<file path="src/rtl/mem_access_unit_pkg.sv">
// Shared definitions for the data-memory access stage of the multicycle RV32I core.
// Holds the funct3 width/sign encodings, the access FSM state encoding and the
// pure helper functions that map an instruction's funct3 and byte offset onto
// byte enables, replicated store data and a legality verdict.
package mem_access_unit_pkg;

  // Load/store width codes as they appear in funct3
  localparam logic [2:0] FN3_B  = 3'b000;
  localparam logic [2:0] FN3_H  = 3'b001;
  localparam logic [2:0] FN3_W  = 3'b010;
  localparam logic [2:0] FN3_BU = 3'b100;
  localparam logic [2:0] FN3_HU = 3'b101;

  // Width of the wait-state timeout counter (covers 1..65535)
  localparam int TMR_W = 16;

  typedef enum logic [1:0] {
    MA_IDLE = 2'b00,
    MA_REQ  = 2'b01,
    MA_DONE = 2'b10,
    MA_HOLD = 2'b11
  } ma_state_e;

  // Byte-lane enables; funct3[1:0] carries the access size for both signed and unsigned codes
  function automatic logic [3:0] byte_enable(input logic [2:0] f3, input logic [1:0] off);
    logic [3:0] be;
    case (f3[1:0])
      2'b00:   be = 4'b0001 << off;
      2'b01:   be = 4'b0011 << off;
      2'b10:   be = 4'b1111;
      default: be = 4'b0000;
    endcase
    return be;
  endfunction

  // Replicate store data across all lanes so memory can pick any lane via byte enables
  function automatic logic [31:0] store_replicate(input logic [2:0] f3, input logic [31:0] wd);
    logic [31:0] rep;
    case (f3[1:0])
      2'b00:   rep = {4{wd[7:0]}};
      2'b01:   rep = {2{wd[15:0]}};
      2'b10:   rep = wd;
      default: rep = 32'h0000_0000;
    endcase
    return rep;
  endfunction

  // Legal = exactly one of read/write, a supported funct3 for that direction, natural alignment
  function automatic logic request_legal(input logic rd, input logic wr,
                                         input logic [2:0] f3, input logic [1:0] off);
    logic ok;
    if (rd && wr) begin
      ok = 1'b0;
    end else if (rd) begin
      ok = (f3 == FN3_B) || (f3 == FN3_H) || (f3 == FN3_W) ||
           (f3 == FN3_BU) || (f3 == FN3_HU);
    end else begin
      ok = (f3 == FN3_B) || (f3 == FN3_H) || (f3 == FN3_W);
    end
    if ((f3[1:0] == 2'b01) && off[0]) begin
      ok = 1'b0;
    end else if ((f3[1:0] == 2'b10) && (off != 2'b00)) begin
      ok = 1'b0;
    end else begin
      ok = ok;
    end
    return ok;
  endfunction

endpackage

</file>
<file path="src/rtl/mem_access_unit_load_extend.sv">
// load_extend: picks the addressed lane out of a memory read word and
// sign- or zero-extends it according to the load's funct3.
// Ports:
//   word   in  32  raw memory read word
//   offset in  2   byte offset of the access within the word
//   funct3 in  3   load width/sign code
//   value  out 32  extended load result
module load_extend
  import mem_access_unit_pkg::*;
(
  input  logic [31:0] word,
  input  logic [1:0]  offset,
  input  logic [2:0]  funct3,
  output logic [31:0] value
);

  logic [31:0] lane_s;

  // Shift the addressed byte/halfword down to bit 0
  assign lane_s = word >> {offset, 3'b000};

  // Extend the aligned lane to 32 bits
  always_comb begin
    value = 32'h0000_0000;
    case (funct3)
      FN3_B:   value = {{24{lane_s[7]}}, lane_s[7:0]};
      FN3_H:   value = {{16{lane_s[15]}}, lane_s[15:0]};
      FN3_W:   value = lane_s;
      FN3_BU:  value = {24'h00_0000, lane_s[7:0]};
      FN3_HU:  value = {16'h0000, lane_s[15:0]};
      default: value = 32'h0000_0000;
    endcase
  end

endmodule

</file>
<file path="src/rtl/mem_access_unit.sv">
// mem_access_unit: data-memory access stage of the multicycle RV32I core.
// Accepts a load/store request from the control FSM, checks it, runs a
// req/ack handshake to data memory with a wait-state timeout, and returns
// extended load data plus done/err pulses. All outputs are registered.
// Ports:
//   CLK, RES          clock and synchronous active-high reset
//   memRead/memWrite  level request from the control FSM
//   funct3/addr/wdata instruction width code, byte address, store data
//   dmem_*            memory request channel (req held until ack)
//   busy              high while the request is outstanding
//   done/err          one-cycle completion pulse, err marks illegal/timeout
//   rdata             last completed load result
module mem_access_unit
  import mem_access_unit_pkg::*;
#(
  parameter int unsigned TIMEOUT_CYCLES = 255
) (
  input  logic        CLK,
  input  logic        RES,
  input  logic        memRead,
  input  logic        memWrite,
  input  logic [2:0]  funct3,
  input  logic [31:0] addr,
  input  logic [31:0] wdata,
  output logic        dmem_req,
  output logic        dmem_we,
  output logic [31:0] dmem_addr,
  output logic [3:0]  dmem_be,
  output logic [31:0] dmem_wdata,
  input  logic [31:0] dmem_rdata,
  input  logic        dmem_ack,
  output logic        busy,
  output logic        done,
  output logic [31:0] rdata,
  output logic        err
);

  localparam logic [TMR_W-1:0] TIMEOUT_LIMIT = TIMEOUT_CYCLES[TMR_W-1:0];

  ma_state_e        state_r, state_next_s;
  logic [TMR_W-1:0] cnt_r, cnt_next_s;
  logic [2:0]       f3_r, f3_next_s;
  logic [1:0]       off_r, off_next_s;
  logic             load_r, load_next_s;

  logic             req_next_s, we_next_s, busy_next_s, done_next_s, err_next_s;
  logic [31:0]      addr_next_s, wd_next_s, rdata_next_s;
  logic [3:0]       be_next_s;

  logic             legal_s;
  logic [31:0]      ext_s;

  assign legal_s = request_legal(memRead, memWrite, funct3, addr[1:0]);

  load_extend u_load_extend (
    .word   (dmem_rdata),
    .offset (off_r),
    .funct3 (f3_r),
    .value  (ext_s)
  );

  // Next-state and next-output logic; every output is held unless a transition updates it
  always_comb begin
    state_next_s = state_r;
    cnt_next_s   = cnt_r;
    f3_next_s    = f3_r;
    off_next_s   = off_r;
    load_next_s  = load_r;
    req_next_s   = dmem_req;
    we_next_s    = dmem_we;
    addr_next_s  = dmem_addr;
    be_next_s    = dmem_be;
    wd_next_s    = dmem_wdata;
    busy_next_s  = busy;
    done_next_s  = 1'b0;
    err_next_s   = 1'b0;
    rdata_next_s = rdata;

    case (state_r)
      MA_IDLE: begin
        if (memRead || memWrite) begin
          f3_next_s   = funct3;
          off_next_s  = addr[1:0];
          load_next_s = memRead & ~memWrite;
          cnt_next_s  = {TMR_W{1'b0}};
          if (legal_s) begin
            state_next_s = MA_REQ;
            req_next_s   = 1'b1;
            busy_next_s  = 1'b1;
            we_next_s    = memWrite;
            addr_next_s  = {addr[31:2], 2'b00};
            be_next_s    = byte_enable(funct3, addr[1:0]);
            wd_next_s    = store_replicate(funct3, wdata);
          end else begin
            // Rejected request: report immediately, memory is never touched
            state_next_s = MA_DONE;
            done_next_s  = 1'b1;
            err_next_s   = 1'b1;
          end
        end else begin
          state_next_s = MA_IDLE;
        end
      end

      MA_REQ: begin
        // Ack is tested first so a same-cycle ack beats the timeout
        if (dmem_ack) begin
          state_next_s = MA_DONE;
          done_next_s  = 1'b1;
          if (load_r) begin
            rdata_next_s = ext_s;
          end else begin
            rdata_next_s = rdata;
          end
        end else if ((cnt_r + {{(TMR_W-1){1'b0}}, 1'b1}) == TIMEOUT_LIMIT) begin
          state_next_s = MA_DONE;
          done_next_s  = 1'b1;
          err_next_s   = 1'b1;
          cnt_next_s   = cnt_r + {{(TMR_W-1){1'b0}}, 1'b1};
        end else begin
          cnt_next_s = cnt_r + {{(TMR_W-1){1'b0}}, 1'b1};
        end
        // Leaving REQ clears the request channel
        if (state_next_s == MA_DONE) begin
          req_next_s  = 1'b0;
          busy_next_s = 1'b0;
          we_next_s   = 1'b0;
          addr_next_s = 32'h0000_0000;
          be_next_s   = 4'b0000;
          wd_next_s   = 32'h0000_0000;
        end else begin
          req_next_s  = 1'b1;
          busy_next_s = 1'b1;
        end
      end

      MA_DONE: begin
        // A still-asserted request is the same instruction; park until it drops
        if (memRead || memWrite) begin
          state_next_s = MA_HOLD;
        end else begin
          state_next_s = MA_IDLE;
        end
      end

      MA_HOLD: begin
        if (!(memRead || memWrite)) begin
          state_next_s = MA_IDLE;
        end else begin
          state_next_s = MA_HOLD;
        end
      end

      default: begin
        state_next_s = MA_IDLE;
        req_next_s   = 1'b0;
        busy_next_s  = 1'b0;
      end
    endcase
  end

  // State and output registers with synchronous reset
  always_ff @(posedge CLK) begin
    if (RES) begin
      state_r    <= MA_IDLE;
      cnt_r      <= {TMR_W{1'b0}};
      f3_r       <= 3'b000;
      off_r      <= 2'b00;
      load_r     <= 1'b0;
      dmem_req   <= 1'b0;
      dmem_we    <= 1'b0;
      dmem_addr  <= 32'h0000_0000;
      dmem_be    <= 4'b0000;
      dmem_wdata <= 32'h0000_0000;
      busy       <= 1'b0;
      done       <= 1'b0;
      err        <= 1'b0;
      rdata      <= 32'h0000_0000;
    end else begin
      state_r    <= state_next_s;
      cnt_r      <= cnt_next_s;
      f3_r       <= f3_next_s;
      off_r      <= off_next_s;
      load_r     <= load_next_s;
      dmem_req   <= req_next_s;
      dmem_we    <= we_next_s;
      dmem_addr  <= addr_next_s;
      dmem_be    <= be_next_s;
      dmem_wdata <= wd_next_s;
      busy       <= busy_next_s;
      done       <= done_next_s;
      err        <= err_next_s;
      rdata      <= rdata_next_s;
    end
  end

endmodule

</file>
<file path="config.mk">
export PLATFORM = sky130hd
export DESIGN_NAME = mem_access_unit
export DESIGN_NICKNAME = d
export VERILOG_FILES = /design/src/rtl/mem_access_unit_pkg.sv /design/src/rtl/mem_access_unit_load_extend.sv /design/src/rtl/mem_access_unit.sv
export SDC_FILE = /design/constraint.sdc
export NUM_CORES = 1
export LEC_CHECK = 0
export BUFFER_PORTS_ARGS = -buffer_cell sky130_fd_sc_hd__buf_2
export CAP_MARGIN = 20
export CORE_MARGIN = 2
export CORE_UTILIZATION = 40
export CTS_CLUSTER_SIZE = 14
export DETAILED_ROUTE_END_ITERATION = 8
export PLACE_DENSITY_LB_ADDON = 0.05
export SYNTH_ARGS = -nofsm -noshare
export SYNTH_HDL_FRONTEND = slang
export SYNTH_SLANG_ARGS = --single-unit
</file>
<file path="constraint.sdc">
create_clock -name CLK -period 4.5 [get_ports CLK]
set_input_delay 0.45 -clock CLK [delete_from_list [all_inputs] [get_ports CLK]]
set_output_delay 0.45 -clock CLK [all_outputs]
set_load 0.01 [all_outputs]
</file>
==> impl_results.md, run 1 <==
- Fmax: 0.324 GHz
- Fraction of layout cells with a size suffix above 1: 0.270
- Number of antenna repair diodes: 0
- Routed len/inst: 16.9 um
- Via-per-instance ratio: 5.67
- Crit path DAT: 3.37 ns
- Rel. slew slack: 0.301
- Critical path cell sequence: ha_1 > nand3_1 > nor4_1 > mux2i_1 > o2111ai_1 > nor2_4 > buf_4 > o21ai_1
- Critical Path Sink Type: flip-flop
- Layout area overhead: 25.7%
- YS warnings: 0
- Critical path type: reg2reg
- Core ar.: 15,800 um2
- Worst reg2reg path startpoint: cnt_r[0]
- Root buffer cell: clkbuf_16
- First-pass GRT wire length: 32,900 um
- Slew @ Worst Pin: 1.04 ns
- Hold path depth: 3
- Post-Syn Area: 6470 um2
- Cts bufs inserted: 17
- R2r setup slk: 1.41 ns
- Clock slew at reported path FFs: 0.06 ns
- Register area share after synthesis: 0.390
- Post-cts sizing count: 0
- CP top delay family: simple AND/OR/NAND/NOR gates
- CP Max Fanout: 30
- Final worst path period need: 3.09 ns
- Commonest non-fill, non-tap cell in the layout: buf_2
- Total wire length: 20,200 um
- Die Span Y: 131 um
- Slowest CP cell: nor2_4
- Max-Cap Viols: 0
- CP required: 4.79 ns
- CTS sink cnt: 126
- Asr flop ratio synth: 0
- H-tree depth: 4
- Synth Flop Type: dfxtp_1
- Final Skew: 0.0106 ns
- RSZ-0062 raised after global routing: no
- DP HPWL: 13,900 um
- GRT Total Usage: 0.229
- Vias: 6,772
- Worst path max stage delay: 0.61 ns
- Leakage: 3.32 nW
- Initial Util: 0.409
- Nets: 1,075
- Final setup fails: 0
- Worst hold path class: in2reg
- Port Buffer Count: 206
- Final cycle utilization of the critical path: 0.686
- Grt ovf: 0
- Min-Delay Endpoint: dmem_addr[15]
- R2R Path End: dmem_addr[27]
- PD cells: 394 nW/um2
- R2R cell count: 8
- Peak VDD IR: 0.285 mV
- Syn_area_per_cell: 7.97 um2
- CP Launch Type: flip-flop
- Routed Antenna Nets: 0
- #FFs+latches synth: 126
- DIE AREA: 17,200 um2
- Core Rows: 46
- Total I/O pin count: 209
- Most frequent cells in the layout: buf_2, dfxtp_1, nand3_1, o21ai_0, a32oi_1
- DRC viols: 0
- Total negative slack: 0 ns
- Pin count of the biggest net entering global routing: 87
- Max Slew Vio Count: 0
- Vias in the first global route: 6,563
- DR iter-0 viols: 472
- Post-CTS Setup Bufs: 0
- Hold_ws: 0.245 ns
- CP bufs+invs: 1
- Final core occ: 0.514
- Initial antenna violation count: 1
- EDFF count, synth: 0
- Clock latency on the worst-skew pair: 0.42 ns
- Die W: 131 um
- Hold Crit Start: addr[15]
- Mapped Cells: 812
- TritonRoute pass-1 iters: 5
- Post-synth cell types: 54
- Hold Buf Count CTS: 0
- CTS tree: yes
- Routability Congestion: 0.861
- CTS Buffer Depth: 2
- Status: finished, final reports clean
- Final Hold Fails: 0
stage by stage:
step / area, um2 / total power, W / instances / worst slack, ns
floorplan: 6470 / 0.00162 / 813 / 2.22
global placement: 7510 / 0.00181 / 1164 / 1.54
detailed placement: 7520 / 0.00182 / 1165 / 1.43
CTS: 8110 / 0.00323 / 1193 / 1.42
global route: 8130 / 0.00335 / 1194 / 1.12
finish: 8130 / 0.00320 / 1194 / 1.41
synth_stat cells (3+ instances only):
master | n | area share
dfxtp_1 | 126 | 0.39
buf_1 | 6 | 0.0035
nand2_1 | 60 | 0.035
buf_4 | 4 | 0.0046
nand4_1 | 6 | 0.0058
o211ai_1 | 3 | 0.0035
and2_1 | 11 | 0.011
o21ai_0 | 75 | 0.058
or2_2 | 3 | 0.0029
a21oi_1 | 55 | 0.043
buf_2 | 12 | 0.0093
nor2b_1 | 21 | 0.020
a32oi_1 | 71 | 0.096
buf_6 | 5 | 0.0087
xnor2_1 | 3 | 0.0041
nand2b_1 | 6 | 0.0058
or3_1 | 4 | 0.0039
a22oi_1 | 11 | 0.013
nor3_1 | 8 | 0.0062
a21o_1 | 8 | 0.0093
nand3_1 | 76 | 0.059
clkbuf_1 | 53 | 0.031
nor4_1 | 5 | 0.0048
o21ai_1 | 36 | 0.028
nor2_1 | 69 | 0.040
mux2i_1 | 22 | 0.034
mux2_2 | 8 | 0.014
inv_1 | 7 | 0.0041
a211o_1 | 7 | 0.0095
logic make-up (layout without fill, tap and decap cells):
family                     after synthesis  after routing  share of synthesized area
xor gates and xnor gates                 5              5                    0.00677
other                                    1              2                   0.000580
buffers and inverters                   89            254                     0.0623
and+or+nand+nor                        276            276                      0.204
DFF                                    126            126                      0.390
muxes                                   30             30                     0.0480
adders and majority gates                2              2                    0.00387
AOI/OAI and AO/OA                      283            283                      0.285
area by class of cell:
cell class                      count  area, um2
Fill cell                        1522       7690
Multi-Input combinational cell    598       3570
Sequential cell                   126       2520
Timing Repair Buffer              218       1150
Clock buffer                       20        447
Tap cell                          216        270
Clock inverter                      8        143
Inverter                            8       31.3
routing by layer:
layer  wire, um  GRT usage  vias up
met5         13          0        -
met4        382     0.0761        2
met3       1490     0.0810       37
met2       9470      0.372      239
met1       8810      0.284     3182
li1           -          -     3312
power breakdown:
| part | leakage (nW) | internal, W | switching (W) |
|---|---|---|---|
| clock network | 0.287 | 0.000925 | 0.000474 |
| logic | 2.01 | 0.000206 | 0.000349 |
| registers | 1.02 | 0.00119 | 0.0000636 |
how the worst max path moves through the flow:
| stage | endpoint | slack [ns] | from | cells after the start |
|---|---|---|---|---|
| after floorplan | dmem_wdata[21] | 2.22 | cnt_r[0] | 8 |
| after global placement | dmem_addr[13] | 1.54 | funct3[1] | 8 |
| after detailed placement | dmem_addr[27] | 1.43 | cnt_r[0] | 8 |
| after CTS | dmem_addr[30] | 1.42 | cnt_r[0] | 8 |
| after global routing | dmem_addr[6] | 1.12 | cnt_r[1] | 8 |
| final | dmem_addr[27] | 1.41 | cnt_r[0] | 8 |
tightest hold or removal path, cell delays in order:
cell	delay (ns)
buf_2	0.08
a32oi_1	0.04
o21ai_1	0.06
sequential cells by signal (all words and copies together) (netlist names):
register / flops
dmem_wdata: 32
rdata: 32
dmem_addr: 30
cnt_r: 16
dmem_be: 4
f3_r: 3
off_r: 2
state_r: 2
busy: 1
dmem_we: 1
done: 1
err: 1
load_r: 1
(Power assumes the default switching activity.)
==> inputs of run 2 (changes only) <==
==> constraint.sdc (replaced) <==
create_clock -name CLK -period 3.2 [get_ports CLK]
set_input_delay 0.32 -clock CLK [delete_from_list [all_inputs] [get_ports CLK]]
set_output_delay 0.32 -clock CLK [all_outputs]
set_load 0.01 [all_outputs]
==> impl_results.md, run 2 (synthesized netlist as in run 1, its figures left out) <==
- CP required: 3.49 ns (-1.30 ns)
- Port Buffer Count: 206 (unchanged)
- # fillers: 1,535 (+0.85%)
- Final Power: 0.00464 W (+45%)
- Die W: 131 um (unchanged)
- Combinational power share: 0.172 (about the same)
- GRT Total Usage: 0.234 (+0.00483)
- Post-cts sizing count: 0 (unchanged)
- RSZ-0062 raised after global routing: no
- Worst path max stage delay: 0.41 ns (-0.20 ns)
- Final Skew: 0.0132 ns (+0.00255 ns)
- Max-Cap Viols: 0 (unchanged)
- Peak VDD IR: 0.423 mV (+48%)
- Final cycle utilization of the critical path: 0.761 (+0.0753)
- CP bufs+invs: 1 (unchanged)
- Slew @ Worst Pin: 0.732 ns (-0.308 ns)
- Total wire length: 20,400 um (+1.1%)
- Net Switching: 0.00135 W (+53%)
- CP Launch Type: flip-flop
- Cts bufs inserted: 17 (unchanged)
- DRC viols: 0 (unchanged)
- Vias in the first global route: 6,537 (-0.40%)
- First-pass GRT wire length: 33,700 um (+2.5%)
- Layout area overhead: 27.2%
- Die Span Y: 131 um (unchanged)
- PD cells: 564 nW/um2 (+43%)
- Cell Int Power: 0.00329 W (+42%)
- Final worst path period need: 2.44 ns (-0.651 ns)
- Routed len/inst: 17.0 um (+0.46%)
- Final setup fails: 0 (unchanged)
- DIE AREA: 17,200 um2 (unchanged)
- Final Instance Area: 8230 um2 (+1.2%)
- Crit path DAT: 2.73 ns (-0.64 ns)
- Rel. slew slack: 0.512 (+0.211)
- Nets: 1,079 (+0.37%)
- CTS tree: yes
- CP Max Fanout: 70 (+130%)
- Core ar.: 15,800 um2 (unchanged)
- Slowest CP cell: dfxtp_1
- Initial Util: 0.409 (unchanged)
- Initial antenna violation count: 1 (unchanged)
- Critical path cell sequence: nand4_1 > nor3_1 > mux2i_1 > o2111ai_1 > nor2_4 > buf_12 > o21ai_0
- Critical path type: reg2reg
- Clock slew at reported path FFs: 0.06 ns (about the same)
- Fraction of layout cells with a size suffix above 1: 0.277 (+0.00694)
- H-tree depth: 4 (unchanged)
- Post-CTS Setup Bufs: 0 (unchanged)
- CTS sink cnt: 126 (unchanged)
- Leakage: 3.37 nW (+1.4%)
- Status: finished, final reports clean
- Biggest regs: dmem_wdata: 32 flops, rdata: 32 flops, dmem_addr: 30 flops
- Final Hold Fails: 0 (unchanged)
- Commonest non-fill, non-tap cell in the layout: buf_2
- Root buffer cell: clkbuf_16
- Vias: 6,737 (-0.52%)
- Critical Path Sink Type: flip-flop
- Routed Antenna Nets: 0 (unchanged)
- Core Rows: 46 (unchanged)
- Non-filler instance count after layout: 1,202 (+0.67%)
- Pin count of the biggest net entering global routing: 133 (+53%)
- Hold Buf Count CTS: 0 (unchanged)
- DR iter-0 viols: 419 (-11%)
- DP HPWL: 13,800 um (-0.83%)
- Clock latency on the worst-skew pair: 0.42 ns (about the same)
- Via-per-instance ratio: 5.60 (-1.2%)
- Total I/O pin count: 209 (unchanged)
- CP top delay family: simple AND/OR/NAND/NOR gates
- Worst hold path class: in2reg
- Clock network fraction of total power: 0.451 (+0.014)
- Placed Cells: 1,170 (+0.43%)
- CTS Buffer Depth: 2 (unchanged)
- Most frequent cells in the layout: buf_2, dfxtp_1, nand3_1, o21ai_0, a32oi_1
- Post-DP Area: 7590 um2 (+0.90%)
- Routability Congestion: 0.870 (+0.99%)
- Switching Fraction: 0.292 (+0.0151)
- Fmax: 0.411 GHz (+27%)
- Max Slew Vio Count: 0 (unchanged)
- Grt ovf: 0 (unchanged)
- Number of antenna repair diodes: 0 (unchanged)
- Sequential power share: 0.377 (-0.013)
- TritonRoute pass-1 iters: 5 (unchanged)
- Total negative slack: 0 ns (unchanged)
run 2: cell types whose count changed in the layout (fill, tap and decap cells not counted), sizes merged:
cell,before,now
clkbuf,20,18
clkinv,4,8
inv,7,10
buf,218,222
clkinvlp,1,0
run 2: cell type report:
cell class                      count  area [um2]  share of cell area
Clock buffer                       18         429              0.0522
Sequential cell                   126        2520               0.307
Inverter                            8        31.3             0.00380
Clock inverter                     14         208              0.0252
Timing Repair Buffer              222        1200               0.146
Tap cell                          216         270              0.0328
Multi-Input combinational cell    598        3570               0.433
run 2: stage by stage:
step	worst slack, ns	util	hold WS (ns)
6_report	0.765	0.520	0.111
5_1_grt	0.561	0.520	0.114
4_1_cts	0.795	0.520	0.0938
3_5_place_dp	0.693	0.480	0.441
3_3_place_gp	0.799	0.480	0.436
2_1_floorplan	0.922	-	0.417
run 2: path summary, 6_finish.rpt:
path / startpoint / end / slack, ns / depth (start not counted)
max: cnt_r[2] / dmem_wdata[18] / 0.76 / 7
min: addr[8] / dmem_addr[8] / 0.11 / 3
max reg2reg: cnt_r[2] / dmem_wdata[18] / 0.76 / 7
min reg2reg: rdata[26] / rdata[26] / 0.45 / 2
run 2: power groups by stage:
| stage | combinational [W] | clock (W) | sequential, W |
|---|---|---|---|
| floorplan | 0.000481 | 0 | 0.00180 |
| global placement | 0.000785 | 0 | 0.00178 |
| detailed placement | 0.000795 | 0 | 0.00178 |
| CTS | 0.000799 | 0.00213 | 0.00175 |
| global route | 0.000881 | 0.00220 | 0.00176 |
| finish | 0.000797 | 0.00209 | 0.00175 |
run 2: per-layer routing:
metal,global-route usage,vias to the layer above,share of wire
met5,0,-,0.00064
li1,-,3325,-
met3,0.0710,25,0.071
met2,0.387,212,0.48
met1,0.294,3173,0.43
met4,0.0707,2,0.015
run 2: worst min-delay path, cell delays in order:
cell,delay [ns]
buf_2,0.07
a32oi_1,0.04
o21ai_1,0.06
==> inputs of run 3 (changes only) <==
==> constraint.sdc (replaced) <==
create_clock -name CLK -period 2.3 [get_ports CLK]
set_input_delay 0.23 -clock CLK [delete_from_list [all_inputs] [get_ports CLK]]
set_output_delay 0.23 -clock CLK [all_outputs]
set_load 0.01 [all_outputs]
==> impl_results.md, run 3 (synthesized netlist as in run 1, its figures left out) <==
- Setup crit start: cnt_r[0]
- Die W: 131 um (unchanged)
- Core Rows: 46 (unchanged)
- Critical path type: reg2reg
- Via-per-instance ratio: 5.66 (+1.1%)
- Worst reg2reg path startpoint: cnt_r[0]
- Routed Antenna Nets: 0 (unchanged)
- First-pass GRT wire length: 33,000 um (-2.0%)
- Max-Cap Viols: 0 (unchanged)
- Worst hold path class: in2reg
- Die Span Y: 131 um (unchanged)
- Final core occ: 0.530 (+0.0103)
- CP Max Fanout: 25 (-64%)
- Clock latency on the worst-skew pair: 0.42 ns (about the same)
- Fraction of layout cells with a size suffix above 1: 0.299 (+0.0222)
- DIE AREA: 17,200 um2 (unchanged)
- Clock slew at reported path FFs: 0.06 ns (about the same)
- Port Buffer Count: 206 (unchanged)
- Hold Crit Start: addr[14]
- Most frequent cells in the layout: buf_2, dfxtp_1, nand3_1, o21ai_0, a32oi_1
- Vias: 6,905 (+2.5%)
- Peak VDD IR: 0.559 mV (+32%)
- Layout area overhead: 29.7%
- H-tree depth: 4 (unchanged)
- Initial antenna violation count: 1 (unchanged)
- Total I/O pin count: 209 (unchanged)
- Final Hold Fails: 0 (unchanged)
- CP Launch Type: flip-flop
- Vias in the first global route: 6,405 (-2.0%)
- Nets: 1,096 (+1.6%)
- PD cells: 749 nW/um2 (+33%)
- CTS tree: yes
- Routability Congestion: 0.817 (-6.0%)
- Crit path DAT: 2.49 ns (-0.24 ns)
- Routed len/inst: 16.9 um (-0.17%)
- Initial Util: 0.409 (unchanged)
- Cts bufs inserted: 17 (unchanged)
- Commonest non-fill, non-tap cell in the layout: buf_2
- Fmax: 0.457 GHz (+11%)
- DRC viols: 0 (unchanged)
- Final worst path period need: 2.19 ns (-0.247 ns)
- Hold_ws: 0.0209 ns (-0.0897 ns)
- Pin count of the biggest net entering global routing: 67 (-50%)
- Slew @ Worst Pin: 0.649 ns (-0.0835 ns)
- Final Skew: 0.00880 ns (-0.00436 ns)
- Final setup fails: 0 (unchanged)
- Root buffer cell: clkbuf_16
- GRT Total Usage: 0.232 (-0.00258)
- Max Slew Vio Count: 0 (unchanged)
- Biggest regs: dmem_wdata: 32 flops, rdata: 32 flops, dmem_addr: 30 flops
- CP required: 2.60 ns (-0.89 ns)
- Leakage: 3.46 nW (+2.6%)
- CTS sink cnt: 126 (unchanged)
- DR iter-0 viols: 569 (+36%)
- Status: finished, final reports clean
- Rel. slew slack: 0.567 (+0.0557)
- CTS Buffer Depth: 2 (unchanged)
- Total wire length: 20,700 um (+1.2%)
- DP HPWL: 13,800 um (+0.51%)
- # fillers: 1,532 (-0.20%)
- Hold Buf Count CTS: 0 (unchanged)
- Number of antenna repair diodes: 0 (unchanged)
- Grt ovf: 0 (unchanged)
- TritonRoute pass-1 iters: 5 (unchanged)
- Final cycle utilization of the critical path: 0.951 (+0.190)
- Critical Path Sink Type: flip-flop
- Core ar.: 15,800 um2 (unchanged)
-- run 3: stage by stage --
stage                     worst slack (ns)  area (um2)  setup TNS, ns  std cells  power (W)
after CTS                           0.0251        8290              0       1213    0.00633
after floorplan                     0.0217        6470              0        813    0.00318
after detailed placement           -0.0296        7690         -0.231       1181    0.00360
after global placement              0.0821        7690              0       1181    0.00358
final                                0.112        8390              0       1219    0.00628
after global routing               -0.0581        8390         -0.943       1219    0.00657
-- run 3: power by group --
group          switching [W]  total [W]  internal [W]
logic               0.000698    0.00113      0.000431
registers           0.000114    0.00244       0.00232
clock network       0.000993    0.00272       0.00172
-- run 3: worst paths after layout --
path         slack, ns  depth (start not counted)             to
min reg2reg       0.45                          2      rdata[21]
max               0.11                          8   dmem_addr[5]
max reg2reg       0.11                          8   dmem_addr[5]
min               0.02                          3  dmem_addr[14]
-- run 3: critical path, cell delays in order (launching register included) --
cell and delay [ns]:
dfxtp_2 0.37, nand4_1 0.28, nor4_2 0.38, xnor2_1 0.20
o2111ai_2 0.22, nor2_4 0.17, buf_4 0.16, clkbuf_16 0.20
o21ai_1 0.08
-- run 3: area by class of cell --
class | instances | area [um2] | area share
timing repair buffer | 239 | 1360 | 0.162
clock inverter | 11 | 141 | 0.0169
multi-input combinational | 598 | 3610 | 0.430
tap | 216 | 270 | 0.0322
sequential | 126 | 2530 | 0.301
inverter | 8 | 31.3 | 0.00373
clock buffer | 21 | 450 | 0.0537
-- run 3: timing repair --
action | 4_1_cts | 5_1_grt
setup endpoints to repair | 56 | 71
gates resized for setup | 2 | 11
setup buffers | 0 | 5
pin swaps | 0 | 4
cloned | 0 | 1
-- run 3: routing by layer --
metal,global-route usage,up-vias,wire length [um]
li1,-,3351,-
met1,0.297,3309,8910
met2,0.378,220,9960
met3,0.0683,23,1490
met4,0.0700,2,276
met5,0,-,13
